### src/rtl/bht_update_queue.sv
// bht_update_queue: FIFO of resolved conditional-branch outcomes, replayed one
// per cycle into the BHT update port whenever that port is free. The branch
// unit cannot stall, so a resolution that arrives while the queue is full and
// nothing drains is dropped and counted in a saturating counter.
module bht_update_queue #(
  parameter int VLEN  = 64,
  parameter int DEPTH = 4,
  parameter int CNT_W = 16
) (
  input  logic                     clk_i,
  input  logic                     rst_ni,
  input  logic                     flush_i,
  input  logic                     res_valid_i,
  input  logic [VLEN-1:0]          res_pc_i,
  input  logic                     res_taken_i,
  output logic                     bht_valid_o,
  output logic [VLEN-1:0]          bht_pc_o,
  output logic                     bht_taken_o,
  input  logic                     bht_ready_i,
  output logic [$clog2(DEPTH):0]   count_o,
  output logic [CNT_W-1:0]         drop_cnt_o
);

  localparam int IDX_W = $clog2(DEPTH);
  localparam int PTR_W = IDX_W + 1;

  typedef struct packed {
    logic [VLEN-1:0] pc;
    logic            taken;
  } entry_t;

  entry_t           mem [DEPTH];
  logic [PTR_W-1:0] head;
  logic [PTR_W-1:0] tail;
  logic [PTR_W-1:0] count;
  logic [CNT_W-1:0] drop_cnt;
  logic             non_empty;
  logic             pop;
  logic             push;
  logic             drop;
  entry_t           head_entry;

  // Pointers wrap modulo 2*DEPTH, so the difference is the occupancy and the
  // extra MSB tells a full queue apart from an empty one.
  assign count     = tail - head;
  assign non_empty = (count != '0);

  // Push/pop/drop decisions for this cycle; a pop frees a slot for a push in
  // the same cycle, and flush suppresses everything, including drop counting.
  always_comb begin
    // NOTE: every signal gets a default first so no path leaves it unassigned,
    // which would otherwise infer a latch.
    pop  = 1'b0;
    push = 1'b0;
    drop = 1'b0;
    if (!flush_i) begin
      pop = non_empty && bht_ready_i;
      if (res_valid_i) begin
        if ((count == PTR_W'(DEPTH)) && !pop) drop = 1'b1;
        else                                 push = 1'b1;
      end
    end
  end

  // Head/tail pointer update; flush returns both to zero.
  always_ff @(posedge clk_i or negedge rst_ni) begin
    // NOTE: sequential state uses non-blocking assignments so every register
    // samples the pre-edge values, independent of statement order.
    if (!rst_ni) begin
      head <= '0;
      tail <= '0;
    end else if (flush_i) begin
      head <= '0;
      tail <= '0;
    end else begin
      if (pop)  head <= head + PTR_W'(1);
      if (push) tail <= tail + PTR_W'(1);
    end
  end

  // Entry storage; written at the tail slot on an accepted push.
  always_ff @(posedge clk_i or negedge rst_ni) begin
    if (!rst_ni) begin
      // NOTE: the storage array is deliberately reset so no stale branch data
      // survives reset; this forces flops rather than a RAM macro.
      for (int i = 0; i < DEPTH; i++) mem[i] <= '0;
    end else if (push) begin
      mem[tail[IDX_W-1:0]] <= '{pc: res_pc_i, taken: res_taken_i};
    end
  end

  // Saturating drop counter; flush does not clear it.
  always_ff @(posedge clk_i or negedge rst_ni) begin
    if (!rst_ni)                     drop_cnt <= '0;
    else if (drop && drop_cnt != '1) drop_cnt <= drop_cnt + CNT_W'(1);
  end

  // Outputs come from registered state only; an empty queue presents zeros.
  assign head_entry  = non_empty ? mem[head[IDX_W-1:0]] : '0;
  assign bht_valid_o = non_empty;
  assign bht_pc_o    = head_entry.pc;
  assign bht_taken_o = head_entry.taken;
  assign count_o     = count;
  assign drop_cnt_o  = drop_cnt;

endmodule

### config.mk
export PLATFORM = sky130hd
export DESIGN_NAME = bht_update_queue
export DESIGN_NICKNAME = d
export VERILOG_FILES = /design/src/rtl/bht_update_queue.sv
export SDC_FILE = /design/constraint.sdc
export NUM_CORES = 1
export LEC_CHECK = 0
export CORE_AREA = 2 2 178 180
export CTS_CLUSTER_DIAMETER = 50
export CTS_CLUSTER_SIZE = 14
export DETAILED_ROUTE_END_ITERATION = 8
export DIE_AREA = 0 0 180 182
export GPL_ROUTABILITY_DRIVEN = 0
export PLACE_DENSITY_LB_ADDON = 0.08
export SLEW_MARGIN = 5
export SYNTH_ARGS = -nofsm -noshare
export SYNTH_HDL_FRONTEND = slang
export SYNTH_SLANG_ARGS = --single-unit
export TNS_END_PERCENT = 5
### constraint.sdc
create_clock -name clk_i -period 6.35 [get_ports clk_i]
set_input_delay 1.27 -clock clk_i [delete_from_list [all_inputs] [get_ports clk_i]]
set_output_delay 1.27 -clock clk_i [all_outputs]
set_load 0.05 [all_outputs]
==> impl_metrics.yaml, run 1 <==
yosys:
  synth_top_cell_by_area: "dfrtp_1"
  synth.distinct_cells: 39
  synth_ff_type: "dfrtp_1"
  synth_top_area_share: 0.507
  syn_area_um2: 13900
  synth-edff-count: 0
  synth_seq_cells: 282
  avgSynthCellArea_um2: 17.0
  synth_async_sr_flop_share: 1.00
  synth_cells: 819
  yosysMostFrequentCell: "dfrtp_1"
  ys_warn_count: 0
  ys_seq_area_frac: 0.507
  syn_nets: 897
  synth_top_cells_by_area: "dfrtp_1 51%, mux2_4 22%, mux4_2 11%, mux2_2 4.9%, buf_12 2.9%"
  synth_common_cells: "282 x dfrtp_1, 201 x mux2_4, 65 x mux4_2"
timing:
  max_slew_margin: 0.390
  fin_crit_sh: 0.802
  setup_viol: 0
  final_hold_viol_count: 0
  rsz0062_at_grt: "false"
  final.min_clock_period_ps: 5090
  worstMarginPinSlew_ps: 915
  fin_setup_tns_ps: 0
  slew_viol_final: 0
  fin_skew_ps: 16.0
  holdWs_ps: 497
  maxClockFrequency_ghz: 0.196
clocking:
  insertion_delay_ps: 510
  htreeDepth: 2
  max-clock-path-buffers: 3
  postCtsSetupRepairBufs: 0
  postCtsHoldBufs: 0
  postCtsResizedCells: 0
  cts_sinks: 282
  root_buffer: "clkbuf_16"
  cts_buffers: 37
  clk_pin_slew_ps: 60
  cts_tree: "yes"
final_layout:
  drive_gt1_frac: 0.416
  nets: 1055
  final_area_um2: 16800
  area_growth_syn_to_layout_pct: 20.7
  final_cells: 1405
global_routing:
  grt_max_degree: 114
  grt_pass1_wl_um: 46900
  overflow: 0
  track_usage: 0.180
  grt_pass1_vias: 8204
  antenna_found_initial: 0
pwr:
  swShare: 0.383
  p_clk_frac: 0.211
  total_power_w: 0.0100
  comb_power_share: 0.495
  p_leak_nw: 7.81
  p_seq_frac: 0.294
  peakVddDrop_mv: 0.383
  intPower_w: 0.00619
  power_density_nw_per_um2: 597
  p_switching_w: 0.00384
floorplanning:
  rows: 65
  ios: 155
  die_y_um: 182
  dieArea_um2: 32800
  core_um2: 31000
  initial_core_util: 0.450
  dieWidth_um: 180
placed_design:
  dp_cells: 1340
  dpl.hpwl_um: 16900
  io_buffers: 154
  dpl-instance-area_um2: 15600
setup_path:
  worstPathMaxFanout: 41
  worst_ep_arrival_time_ps: 3820
  worstSetupPathType: "reg -> out"
  required_ps: 5080
  worstSetupEndpointType: "output port"
  start_kind: "register"
detailed_routing:
  finalWirelength_um: 28600
  detail_route.wl_per_cell_um: 20.3
  dr.pass1.iters: 4
  drtAntennaViolNets: 0
  drcViolationCount: 0
  viasPerCell: 5.18
  num_vias: 7284
  first_iter_violations: 347
run_status:
  status: "finished clean"
worst_hold_path:
  hold_path.class: "reg -> reg"
job:
  maxCapViolCount: 0
## layout make-up
type / instances / area [um^2]
Timing Repair Buffer: 170 / 1670
Antenna cell: 1 / 2.50
Tap cell: 402 / 503
Clock buffer: 48 / 1040
Fill cell: 2532 / 14200
Clock inverter: 16 / 218
Sequential cell: 282 / 7060
Multi-Input combinational cell: 479 / 6290
Inverter: 7 / 28.8
## power by group through the flow
stage / Sequential [W] / Combinational, W / Clock (W)
3_5_place_dp: 0.00296 / 0.00503 / 0
5_1_grt: 0.00305 / 0.00523 / 0.00226
6_report: 0.00295 / 0.00497 / 0.00212
2_1_floorplan: 0.00280 / 0.00378 / 0
4_1_cts: 0.00295 / 0.00505 / 0.00218
3_3_place_gp: 0.00297 / 0.00499 / 0
## cell usage in the layout, fill, tap and decap left out, drive strengths merged
cell type and count:
o21ai 2, nand2 7, clkbuf 48, or4 1, or3 1, ha 7
nor2b 55, xnor3 1, nand3b 1, and3 4, a21oi 1, clkdlybuf4s50 153
clkinv 5, nor2 10, and2b 11, xor2 4, o211ai 2, bufinv 4
inv 9, mux2i 1, nand2b 1, nand3 12, mux4 65, buf 17
and4b 1, dfrtp 282, mux2 261, and2 1, nand4 9, fa 1
nor3 2, clkinvlp 5, nor3b 1, diode 1, nand4b 2, xnor2 15
## through the flow
stage | setup slack (ps) | util
floorplan | 2440 | -
detailed placement | 1690 | 0.502
global route | 1020 | 0.542
global placement | 1750 | 0.502
finish | 1260 | 0.543
CTS | 1140 | 0.542
## cells by family after synthesis
logic type,share of synthesized area
xor gates and xnor gates,0.0137
DFF,0.507
AOI/OAI and AO/OA,0.00216
muxes,0.371
and+or+nand+nor,0.0547
adders and majority gates,0.00773
buffers and inverters,0.0441
## routing by layer
layer	GRT usage	vias to the layer above	wire length (um)
li1	-	3289	-
met5	0	-	0
met2	0.276	145	13100
met1	0.264	3805	13600
met3	0.0345	45	1330
met4	0.0455	0	518
## path summary, 6_finish.rpt
kind                                      from                    to  slack (ps)  depth (start not counted)
max                        head[0]$_DFFE_PN0P_          bht_pc_o[43]        1260                          8
min                        mem[71]$_DFFE_PN0P_   mem[71]$_DFFE_PN0P_         500                          1
max reg2reg                head[0]$_DFFE_PN0P_  mem[150]$_DFFE_PN0P_        2610                          7
min reg2reg                mem[71]$_DFFE_PN0P_   mem[71]$_DFFE_PN0P_         500                          1
max in group asynchronous               rst_ni  mem[218]$_DFFE_PN0P_        4140                          2
min in group asynchronous               rst_ni  mem[183]$_DFFE_PN0P_         820                          1
## critical path, stage by stage, from the launching register on
cell and delay [ps]:
dfrtp_4 760, ha_1 340, fa_1 370, xnor3_2 310
inv_4 70, nor2_4 110, buf_4 380, and2b_1 240
clkdlybuf4s50_1 700
## flip-flops by register name, indices dropped and copies added, names as in the netlist
| name | flops |
|---|---|
| head | 3 |
| mem | 260 |
| drop_cnt_o | 16 |
| tail | 3 |
Power figures use the tool's default switching activity.
==> inputs of run 2 (changes only) <==
Clock period 6.35 ns to 4.2 ns, I/O delays scaled along.
==> run 2 against run 1 <==
Net effect: cell count grew 0.28%; combinational power grew 50%; largest cell class unchanged; sequential share of layout area hardly changed; register-to-register slack got worse by 1400 ps; via count increased by 0.67%; sequential cell count stayed put; clock skew hardly changed; count of clock-buffer cells in the layout down 5; cell area about the same; largest power group unchanged; core utilization is essentially flat; critical path depth grew 1; clock power grew 59%.
==> impl_metrics.yaml, run 2 (synthesis results as in run 1) <==
setup_path:
  worstSetupEndpointType: "output port"
  start_kind: "register"
  required_ps: 3360
  worstPathMaxFanout: 66
  worstSetupPathType: "reg -> out"
  r2r-start: "tail[0]$_DFFE_PN0P_"
  r2r_setup_slack_ps: 1210
  worst_ep_arrival_time_ps: 2890
  r2r-end: "mem[3]$_DFFE_PN0P_"
  r2r_cells: 8
floorplanning:
  die_y_um: 182
  dieArea_um2: 32800
  rows: 65
  core_um2: 31000
  dieWidth_um: 180
  initial_core_util: 0.450
  ios: 155
job:
  maxCapViolCount: 0
detailed_routing:
  finalWirelength_um: 28800
  detail_route.wl_per_cell_um: 20.4
  first_iter_violations: 312
  drtAntennaViolNets: 0
  num_vias: 7333
  viasPerCell: 5.20
  drcViolationCount: 0
  dr.pass1.iters: 4
clocking:
  root_buffer: "clkbuf_16"
  postCtsResizedCells: 0
  insertion_delay_ps: 520
  clk_pin_slew_ps: 60
  cts_sinks: 282
  postCtsSetupRepairBufs: 0
  cts_tree: "yes"
  max-clock-path-buffers: 3
  cts_buffers: 37
  postCtsHoldBufs: 0
  htreeDepth: 2
placed_design:
  io_buffers: 154
  dp_cells: 1342
  dpl.hpwl_um: 16700
  preCtsSetupSlack_ps: 937
timing:
  final.min_clock_period_ps: 3730
  setup_viol: 0
  fin_crit_sh: 0.889
  slew_viol_final: 0
  rsz0062_at_grt: "false"
  max_slew_margin: 0.311
  setup_slack_ps: 467
  fin_setup_tns_ps: 0
  maxClockFrequency_ghz: 0.268
  worstMarginPinSlew_ps: 1030
  final_hold_viol_count: 0
  fin_skew_ps: 15.7
final_layout:
  largest_reg_flops: 260
  nets: 1057
  final_common_cell: "dfrtp_1"
  fillers: 2544
  ff_latch_area_um2: 7060
  final_cells: 1409
  layout_common_cells: "280 x dfrtp_1, 201 x mux2_4, 87 x clkdlybuf4s50_1, 76 x buf_4, 65 x mux4_2"
  drive_gt1_frac: 0.487
  top_register: "mem"
  multi_input_area_um2: 6290
  area_growth_syn_to_layout_pct: 20.8
  n_antenna_cell: 0
pwr:
  power_density_nw_per_um2: 903
  p_leak_nw: 8.01
  peakVddDrop_mv: 0.994
global_routing:
  track_usage: 0.182
  grt_pass1_vias: 8103
  overflow: 0
  grt_pass1_wl_um: 47400
  antenna_found_initial: 2
  grt_max_degree: 91
worst_hold_path:
  hold_path.class: "in -> async"
run_status:
  status: "finished clean"
run 2: cell types whose count changed in the layout (fill, tap and decap cells not counted), sizes merged:
cell | previous run | this run
buf | 17 | 85
clkdlybuf4s50 | 153 | 87
inv | 9 | 18
clkbuf | 48 | 43
clkinvlp | 5 | 1
clkinv | 5 | 7
bufinv | 4 | 5
diode | 1 | 0
run 2: cell type report:
type | count | area share
clock buffers | 43 | 0.0601
clock inverters | 24 | 0.0181
inverters | 7 | 0.00171
multi-input cells | 479 | 0.374
flip-flops and latches | 282 | 0.420
well taps | 402 | 0.0299
repair buffers | 172 | 0.0961
run 2: worst max path at each step:
stage                         from                   to  slack (ps)  cells after the start
3_3_place_gp   head[0]$_DFFE_PN0P_         bht_pc_o[43]         970                      8
4_1_cts        tail[0]$_DFFE_PN0P_         bht_pc_o[43]         400                      9
3_5_place_dp               flush_i  mem[50]$_DFFE_PN0P_         940                      5
5_1_grt        tail[0]$_DFFE_PN0P_         bht_pc_o[42]         290                      9
2_1_floorplan  tail[0]$_DFFE_PN0P_         bht_pc_o[44]         720                      9
6_report       tail[0]$_DFFE_PN0P_         bht_pc_o[42]         470                      9
run 2: stage by stage:
stage / hold WS (ps) / cell area [um^2] / util / total power, W
after floorplan: 474 / 13900 / - / 0.00996
after global placement: 483 / 15500 / 0.500 / 0.0119
after detailed placement: 489 / 15500 / 0.500 / 0.0119
after CTS: 354 / 16800 / 0.543 / 0.0154
after global routing: 377 / 16800 / 0.543 / 0.0160
final: 332 / 16800 / 0.543 / 0.0152
run 2: power by group:
part / internal (W) / total [W] / switching, W
Clock: 0.00208 / 0.00337 / 0.00129
Combinational: 0.00337 / 0.00744 / 0.00407
Sequential: 0.00380 / 0.00438 / 0.000577
Total: 0.00925 / 0.0152 / 0.00594
run 2: critical path, cell delays in order (launching register included):
cell	delay (ps)
dfrtp_1	390
inv_1	110
ha_1	210
fa_1	390
xnor3_2	320
inv_4	70
nor2_4	120
buf_12	310
and2b_1	230
buf_4	180
run 2: per-layer routing:
layer | up-vias | GRT usage | routed length [um]
met5 | - | 0 | 27
met4 | 4 | 0.0410 | 432
li1 | 3314 | - | -
met2 | 148 | 0.279 | 13200
met3 | 42 | 0.0413 | 1400
met1 | 3825 | 0.265 | 13700
==> inputs of run 3 (changes only) <==
Settings changed: SLEW_MARGIN 5 to not set.
==> results of run 3 <==
Same layout as run 2: the final DEF is identical, and so are final timing and power.
